==> src/rtl/sdram_arbiter.sv <==
// Two-requester arbiter (CPU byte port, video word fetch) in front of the SDRAM controller.
// Optional transaction watchdog enabled by defining SDRAM_ARB_TIMEOUT_EN.
module sdram_arbiter #(
    parameter logic [1:0] VID_BASE       = 2'b10,
    parameter int         CPU_STARVE_MAX = 2,
    parameter int         TIMEOUT        = 255
) (
    input  logic        clk,
    input  logic        reset,
    input  logic        cpu_req,
    input  logic        cpu_we,
    input  logic [15:0] cpu_addr,
    input  logic [7:0]  cpu_wdata,
    output logic [7:0]  cpu_rdata,
    output logic        cpu_ack,
    input  logic        vid_req,
    input  logic [13:0] vid_addr,
    output logic [15:0] vid_rdata,
    output logic        vid_ack,
    output logic        mem_req,
    output logic        mem_we,
    output logic [15:0] mem_addr,
    output logic [15:0] mem_wdata,
    input  logic [15:0] mem_rdata,
    input  logic        mem_ack,
    output logic        err
);

    typedef enum logic [1:0] {
        IDLE    = 2'd0,
        CPU_ACC = 2'd1,
        VID_ACC = 2'd2,
        DONE    = 2'd3
    } state_t;

    state_t      state_r;
    state_t      state_s;
    logic [3:0]  starve_cnt_r;
    logic        grant_cpu_s;
    logic        grant_vid_s;
    logic        in_acc_s;
    logic        finish_s;
    logic        tmo_s;

`ifdef SDRAM_ARB_TIMEOUT_EN
    logic [7:0]  tmo_cnt_r;
    logic        err_r;

    assign tmo_s = in_acc_s && !mem_ack && (tmo_cnt_r == 8'(TIMEOUT - 1));
    assign err   = err_r;

    // Watchdog counter for the access states and the sticky error flag.
    always_ff @(posedge clk) begin
        if (reset) begin
            tmo_cnt_r <= 8'd0;
            err_r     <= 1'b0;
        end else begin
            if (grant_cpu_s || grant_vid_s) begin
                tmo_cnt_r <= 8'd0;
            end else if (in_acc_s) begin
                tmo_cnt_r <= tmo_cnt_r + 8'd1;
            end else begin
                tmo_cnt_r <= tmo_cnt_r;
            end
            if (tmo_s) begin
                err_r <= 1'b1;
            end else begin
                err_r <= err_r;
            end
        end
    end
`else
    logic [7:0]  unused_tmo_s;

    assign unused_tmo_s = 8'(TIMEOUT);
    assign tmo_s        = 1'b0;
    assign err          = 1'b0;
`endif

    assign in_acc_s = (state_r == CPU_ACC) || (state_r == VID_ACC);
    assign finish_s = in_acc_s && (mem_ack || tmo_s);

    // Arbitration: video by default, CPU once it has been passed over CPU_STARVE_MAX times.
    always_comb begin
        grant_cpu_s = 1'b0;
        grant_vid_s = 1'b0;
        if (state_r == IDLE) begin
            if (cpu_req && vid_req) begin
                if (starve_cnt_r >= 4'(CPU_STARVE_MAX)) begin
                    grant_cpu_s = 1'b1;
                end else begin
                    grant_vid_s = 1'b1;
                end
            end else if (cpu_req) begin
                grant_cpu_s = 1'b1;
            end else if (vid_req) begin
                grant_vid_s = 1'b1;
            end else begin
                grant_cpu_s = 1'b0;
            end
        end else begin
            grant_cpu_s = 1'b0;
        end
    end

    // Next-state logic.
    always_comb begin
        state_s = state_r;
        case (state_r)
            IDLE: begin
                if (grant_cpu_s) begin
                    state_s = CPU_ACC;
                end else if (grant_vid_s) begin
                    state_s = VID_ACC;
                end else begin
                    state_s = IDLE;
                end
            end
            CPU_ACC, VID_ACC: begin
                if (finish_s) begin
                    state_s = DONE;
                end else begin
                    state_s = state_r;
                end
            end
            DONE:    state_s = IDLE;
            default: state_s = IDLE;
        endcase
    end

    // State register.
    always_ff @(posedge clk) begin
        if (reset) begin
            state_r <= IDLE;
        end else begin
            state_r <= state_s;
        end
    end

    // Registered controller request, return data, acks and starve counter.
    always_ff @(posedge clk) begin
        if (reset) begin
            mem_req      <= 1'b0;
            mem_we       <= 1'b0;
            mem_addr     <= 16'h0000;
            mem_wdata    <= 16'h0000;
            cpu_rdata    <= 8'h00;
            vid_rdata    <= 16'h0000;
            cpu_ack      <= 1'b0;
            vid_ack      <= 1'b0;
            starve_cnt_r <= 4'd0;
        end else begin
            cpu_ack <= 1'b0;
            vid_ack <= 1'b0;
            if (grant_cpu_s) begin
                mem_req      <= 1'b1;
                mem_we       <= cpu_we;
                mem_addr     <= cpu_addr;
                mem_wdata    <= {8'h00, cpu_wdata};
                starve_cnt_r <= 4'd0;
            end else if (grant_vid_s) begin
                mem_req   <= 1'b1;
                mem_we    <= 1'b0;
                mem_addr  <= {VID_BASE, vid_addr};
                mem_wdata <= 16'h0000;
                if (cpu_req && (starve_cnt_r != 4'd15)) begin
                    starve_cnt_r <= starve_cnt_r + 4'd1;
                end else begin
                    starve_cnt_r <= starve_cnt_r;
                end
            end else if (finish_s) begin
                mem_req <= 1'b0;
                mem_we  <= 1'b0;
                if (state_r == CPU_ACC) begin
                    cpu_ack <= 1'b1;
                    if (tmo_s) begin
                        cpu_rdata <= 8'hFF;
                    end else if (!mem_we) begin
                        cpu_rdata <= mem_rdata[7:0];
                    end else begin
                        cpu_rdata <= cpu_rdata;
                    end
                end else begin
                    vid_ack   <= 1'b1;
                    vid_rdata <= tmo_s ? 16'hFFFF : mem_rdata;
                end
            end else begin
                mem_req <= mem_req;
            end
        end
    end

endmodule

==> config.mk <==
export PLATFORM = sky130hd
export DESIGN_NAME = sdram_arbiter
export DESIGN_NICKNAME = d
export VERILOG_FILES = /design/src/rtl/sdram_arbiter.sv
export SDC_FILE = /design/constraint.sdc
export NUM_CORES = 1
export LEC_CHECK = 0
export ABC_AREA = 1
export CAP_MARGIN = 15
export CELL_PAD_IN_SITES_DETAIL_PLACEMENT = 0
export CELL_PAD_IN_SITES_GLOBAL_PLACEMENT = 2
export CORE_ASPECT_RATIO = 1.1
export CORE_MARGIN = 2
export CORE_UTILIZATION = 19
export CTS_CLUSTER_SIZE = 10
export DETAILED_ROUTE_END_ITERATION = 8
export PLACE_DENSITY = 0.78
export SLEW_MARGIN = 25
export SYNTH_ARGS = -nofsm -noshare
export SYNTH_HDL_FRONTEND = slang
export SYNTH_SLANG_ARGS = --single-unit
==> constraint.sdc <==
create_clock -name clk -period 1.4 [get_ports clk]
set_input_delay 0.28 -clock clk [delete_from_list [all_inputs] [get_ports clk]]
set_output_delay 0.28 -clock clk [all_outputs]
set_load 0.05 [all_outputs]
## Word-level counts from Yosys, hierarchy flattened

Cells that the tools add are included.

| operators by class | value |
|---|---|
| $add $sub $neg | 1 |
| magnitude comparators | 1 |
| equality and inequality tests | 5 |
| mux-type cells | 24 |
| bitwise gates (word level) | 5 |
| reductions and logical operators | 13 |

Operators by type and width:

| kind | number |
|---|---|
| 16-bit two-way mux | 2 |
| 1-bit two-way mux | 16 |
| 8-bit two-way mux | 2 |
| 2-bit two-way mux | 3 |
| 2-bit case mux with 3 select lines | 1 |
| 1-bit NOT | 5 |
| 5-bit AND reduction | 1 |
| 4-bit by 1-bit adder with 4-bit output, second input constant | 1 |
| 2-bit == test, second input constant | 2 |
| 4-bit by 2-bit greater-or-equal comparator with 1-bit output, second input constant | 1 |
| 4-bit inequality test, second input constant | 1 |
| 4-bit AND reduction | 1 |
| 2-bit OR reduction | 2 |
| 4-bit OR reduction | 1 |
| 1-bit logical AND | 3 |
| 3-bit nonzero test | 1 |
| 2-bit by 1-bit == test with 1-bit output, second input constant | 1 |
| 2-bit zero test | 1 |
| 2-bit inequality test, second input constant | 1 |
| 2-bit AND reduction | 1 |
| 2-bit nonzero test | 1 |
| 1-bit logical OR | 1 |

| storage, ports and cells | value |
|---|---|
| register bits | 58 |
| input port bits | 60 |
| word-level logic and storage cells | 59 |

## Logic depth before layout (Yosys ltp)

| depth | value |
|---|---|
| depth after elaboration | 7 |
| depth in mapped cells | 10 |
| gate-level depth less buffers | 10 |

## Least setup slack after synthesis

Ideal clock, no wire load.

| timing path | value |
|---|---|
| kind | reg2reg |
| start point | register state_r[0] |
| end point | register vid_rdata[10] |
| arrival | 1.341 ns |
| required time | 1.284 ns |
| slack | -0.057 ns |
| stages on the path, launching flop included | 10 |
| period minus slack after synthesis | 1.457 ns |
| cell sequence | dfxtp_1 > inv_1 > ha_1 > nand2_1 > nor2_1 > nand2_2 > clkinv_2 > buf_6 > nor2_1 > nor2_1 |

| between the ends | value |
|---|---|
| word-level cells in the longest chain between the ends | 4 |

Ends and longest elaborated chain:

| what | RTL line | RTL |
|---|---|---|
| start, declared | 36 | `state_t state_r;` |
| start signal, assigned | 136 | `state_r <= state_s;` |
| 2-bit by 1-bit == test with 1-bit output (tied with other cells) | 80, 174 |  |
| 1-bit logical OR or 1-bit two-way mux (tied branches) | 80, 87 |  |
| 1-bit logical AND or 1-bit NOT (tied branches) | n/a |  |
| 4-bit AND reduction (no source line) * | n/a |  |
| end signal, assigned | 185 | `vid_rdata <= tmo_s ? 16'hFFFF : mem_rdata;` |
| end, declared | 18 | `output logic [15:0] vid_rdata,` |

Every way passes the cells marked *; elsewhere a longest branch is shown, timed or not.
A chain may end at the register's enable or synchronous reset.

## Final worst setup path

| timing path | value |
|---|---|
| start point | register state_r[1] |
| end point | register vid_rdata[11] |

The elaborated chain is that of the path after synthesis.

==> run summary <==
sequential power share - 23.3%
core box area - 0.0130 mm2
Crit. End Element - register
WP data required - 1.61 ns
Final Cycle Share - 103%
vias in the first global route - 2,542
WL final - 8020 um
Via-to-Cell Ratio - 3.97
combinational share of power - 52.0%
Leak Pwr - 2.20 nW
Hold EP - starve_cnt_r[3]
CP Buf/Inv Count - 2
sequential area share after synthesis - 46.1%
unrepaired setup endpoints after global routing - true
pwr dens - 2030 mW/mm2
CP cell instances - inv_4, ha_4, nand2_4, nor2_4, nand2_4, buf_12, o21ai_0, nor2_1
Die Height - 125 um
Final Util - 39.3%
final hold violation count - 0
slowest library cell on the worst path - dfxtp_2
initial antenna violation count - 1
DR vias - 2,546
Post-synth EDFFs - 0
CP dominant cell by count - nand2_4
Post-synth top cells - 62 x nand2_1, 58 x dfxtp_1, 57 x nor2_1
post-route setup slack - -0.0423 ns
Max Fclk - 693 MHz
Clk network pwr share - 24.7%
final net count - 540
initial core utilization - 19.3%
synth unique cells - 25
share of cells above drive strength 1 - 28.3%
synthesized flop and latch total - 58
Synth area leaders - dfxtp_1 46%, nand2_1 9.2%, nor2_1 8.5%, nand3_1 6.8%, o21ai_0 5.6%
I/O pin count - 121
Avg Cell Area, Syn - 7.45 um2
Cell Area, Synth - 0.00252 mm2
largest stage delay on the critical path - 0.34 ns
Critical Path Start Type - register
synth-to-layout area growth - 104%
Hold Path Class - register to register
CTS H-tree lvls - 3
largest net degree at the start of global routing - 27
Crit Path Class - register to register
CP top delay family - flip-flops
Crit Path Max Fanout - 5
worst reg2reg setup slack - -0.04 ns
num rows - 44
Worst Hold Depth - 2
clock slew seen by the registers of the worst setup and hold paths - 0.05 ns
Syn. warnings - 0
outcome - finished with violations
max-cap viol count - 0
reg-to-reg critical path startpoint - state_r[1]
clock buffer depth - 2
WL/cell - 12.5 um
global-route usage over all layers - 10.9%
Fin Hold WS - 0.477 ns
CTS tree - yes
final period demand of the worst path - 1.44 ns
routability cong. - 0.734
CTS sink cnt - 58
Worst Path Arrival - 1.66 ns
fillers - 1,292
width of the die - 114 um
HP Start - starve_cnt_r[3]
leading area contributor after synthesis - dfxtp_1
clock skew - 0.00690 ns
DR pass1 iterations - 4
hpwl dp - 5600 um
global-route wire length before repair - 12,200 um
Antenna Nets Post-Route - 0
DRC violations left - 0
Async S/R FF share, synth - 0%
failing checks - setup timing
Die ar. - 0.0142 mm2
CP Depth - 8
Num CTS Buffers - 9
internal power - 6.46 mW
peak supply drop - 773 uV
top-count cell post-synth - nand2_1
Sw Ratio - 38.0%
Synth top area share - 46.1%
setup violators final - 2
clk root buf - clkbuf_16
post-synthesis instance total - 338
R2R Path End - vid_rdata[11]
total net switching power - 3.95 mW
max-slew violation count - 0
DRT iter0 DRCs - 109
PortBufs - 111
ys flop type - dfxtp_1
total gr overflow - 0
Worst Reg2Reg Path Length in Cells - 8
worst skew pair latency - 0.32 ns
-- metrics by stage --
stage / power [mW] / setup WS [ns] / setup TNS [ns] / cells / instance area, um2
after global placement: 7.22 / -0.322 / -17.00 / 615 / 4430
final: 10.4 / -0.0423 / -0.0466 / 642 / 5130
after CTS: 10.2 / -0.0355 / -0.215 / 636 / 4900
after global routing: 11.0 / -0.0902 / -2.24 / 642 / 5130
after floorplan: 5.01 / 0.00747 / 0 / 346 / 2580
after detailed placement: 7.27 / -0.376 / -18.23 / 615 / 4430
-- final cells by class --
cell class	count	area (um2)	area share [%]
multi-input cells	232	1250	24.4
clock inverters	5	100	1.95
well taps	161	201	3.93
repair buffers	141	1990	38.8
clock buffers	11	253	4.93
inverters	33	165	3.22
flip-flops and latches	58	1160	22.7
diodes	1	2.50	0.0488
-- cells by family after synthesis --
logic type | count (synthesis) | share of synthesized area [%]
AOI/OAI and AO/OA | 58 | 13.4
adders and majority gates | 5 | 2.48
buffers and inverters | 57 | 11.3
DFF | 58 | 46.1
other | 1 | 0.149
and+or+nand+nor | 159 | 26.6
-- what timing repair did --
| item | 4_1_cts | 5_1_grt |
|---|---|---|
| pin swaps | 12 | 9 |
| buffers inserted | 4 | 1 |
| gates cloned | 1 | 4 |
| hold buffers | 0 | 0 |
| gates resized for setup | 23 | 54 |
| endpoints found under the setup margin | 53 | 55 |
-- state kept, by name, summed over array words and instances (netlist names) --
name and count:
mem_addr 16, vid_rdata 16, cpu_rdata 8, mem_wdata 8, starve_cnt_r 4, state_r 2
cpu_ack 1, mem_req 1, mem_we 1, vid_ack 1
-- power by group through the flow --
| stage | clock network (mW) | registers (mW) | logic [mW] |
|---|---|---|---|
| final | 2.57 | 2.43 | 5.42 |
| after global placement | 0 | 2.44 | 4.78 |
| after CTS | 2.65 | 2.43 | 5.09 |
| after floorplan | 0 | 3.38 | 1.64 |
| after global routing | 2.70 | 2.48 | 5.82 |
| after detailed placement | 0 | 2.44 | 4.83 |
-- worst max path at each step --
stage	from	endpoint	slack, ns
floorplan	state_r[0]	vid_rdata[10]	0.007
global placement	vid_req	state_r[0]	-0.32
detailed placement	cpu_req	mem_addr[6]	-0.38
CTS	state_r[0]	cpu_rdata[0]	-0.04
global route	state_r[1]	vid_rdata[11]	-0.09
finish	state_r[1]	vid_rdata[11]	-0.04
-- placed cells by master (no fill, tap or decap), types with 5 or more instances in the layout --
cell             instances
inv_1                   23
o21ai_1                 19
nor2_1                  52
o21ai_2                  5
nand2_1                 58
nand3_1                 31
o21a_1                  14
a21oi_1                 15
conb_1                   9
buf_4                   19
dfxtp_1                 55
buf_12                  56
clkdlybuf4s50_1         57
clkbuf_16               13
-- per-layer routing --
layer | share of wire, % | routed length (um) | global-route usage (%)
met5 | 0 | 0 | 0
met2 | 47 | 3770 | 17.2
met4 | 1.9 | 149 | 5.16
met1 | 45 | 3580 | 13.6
met3 | 6.4 | 513 | 3.31
-- worst min-delay path: cells and delay by family (launching register included) --
kind                   cells  cell delay, ns
and+or+nand+nor            1            0.04
buffers and inverters      1            0.06
DFF                        1            0.34
No activity file was read; power rests on OpenSTA's default activity.
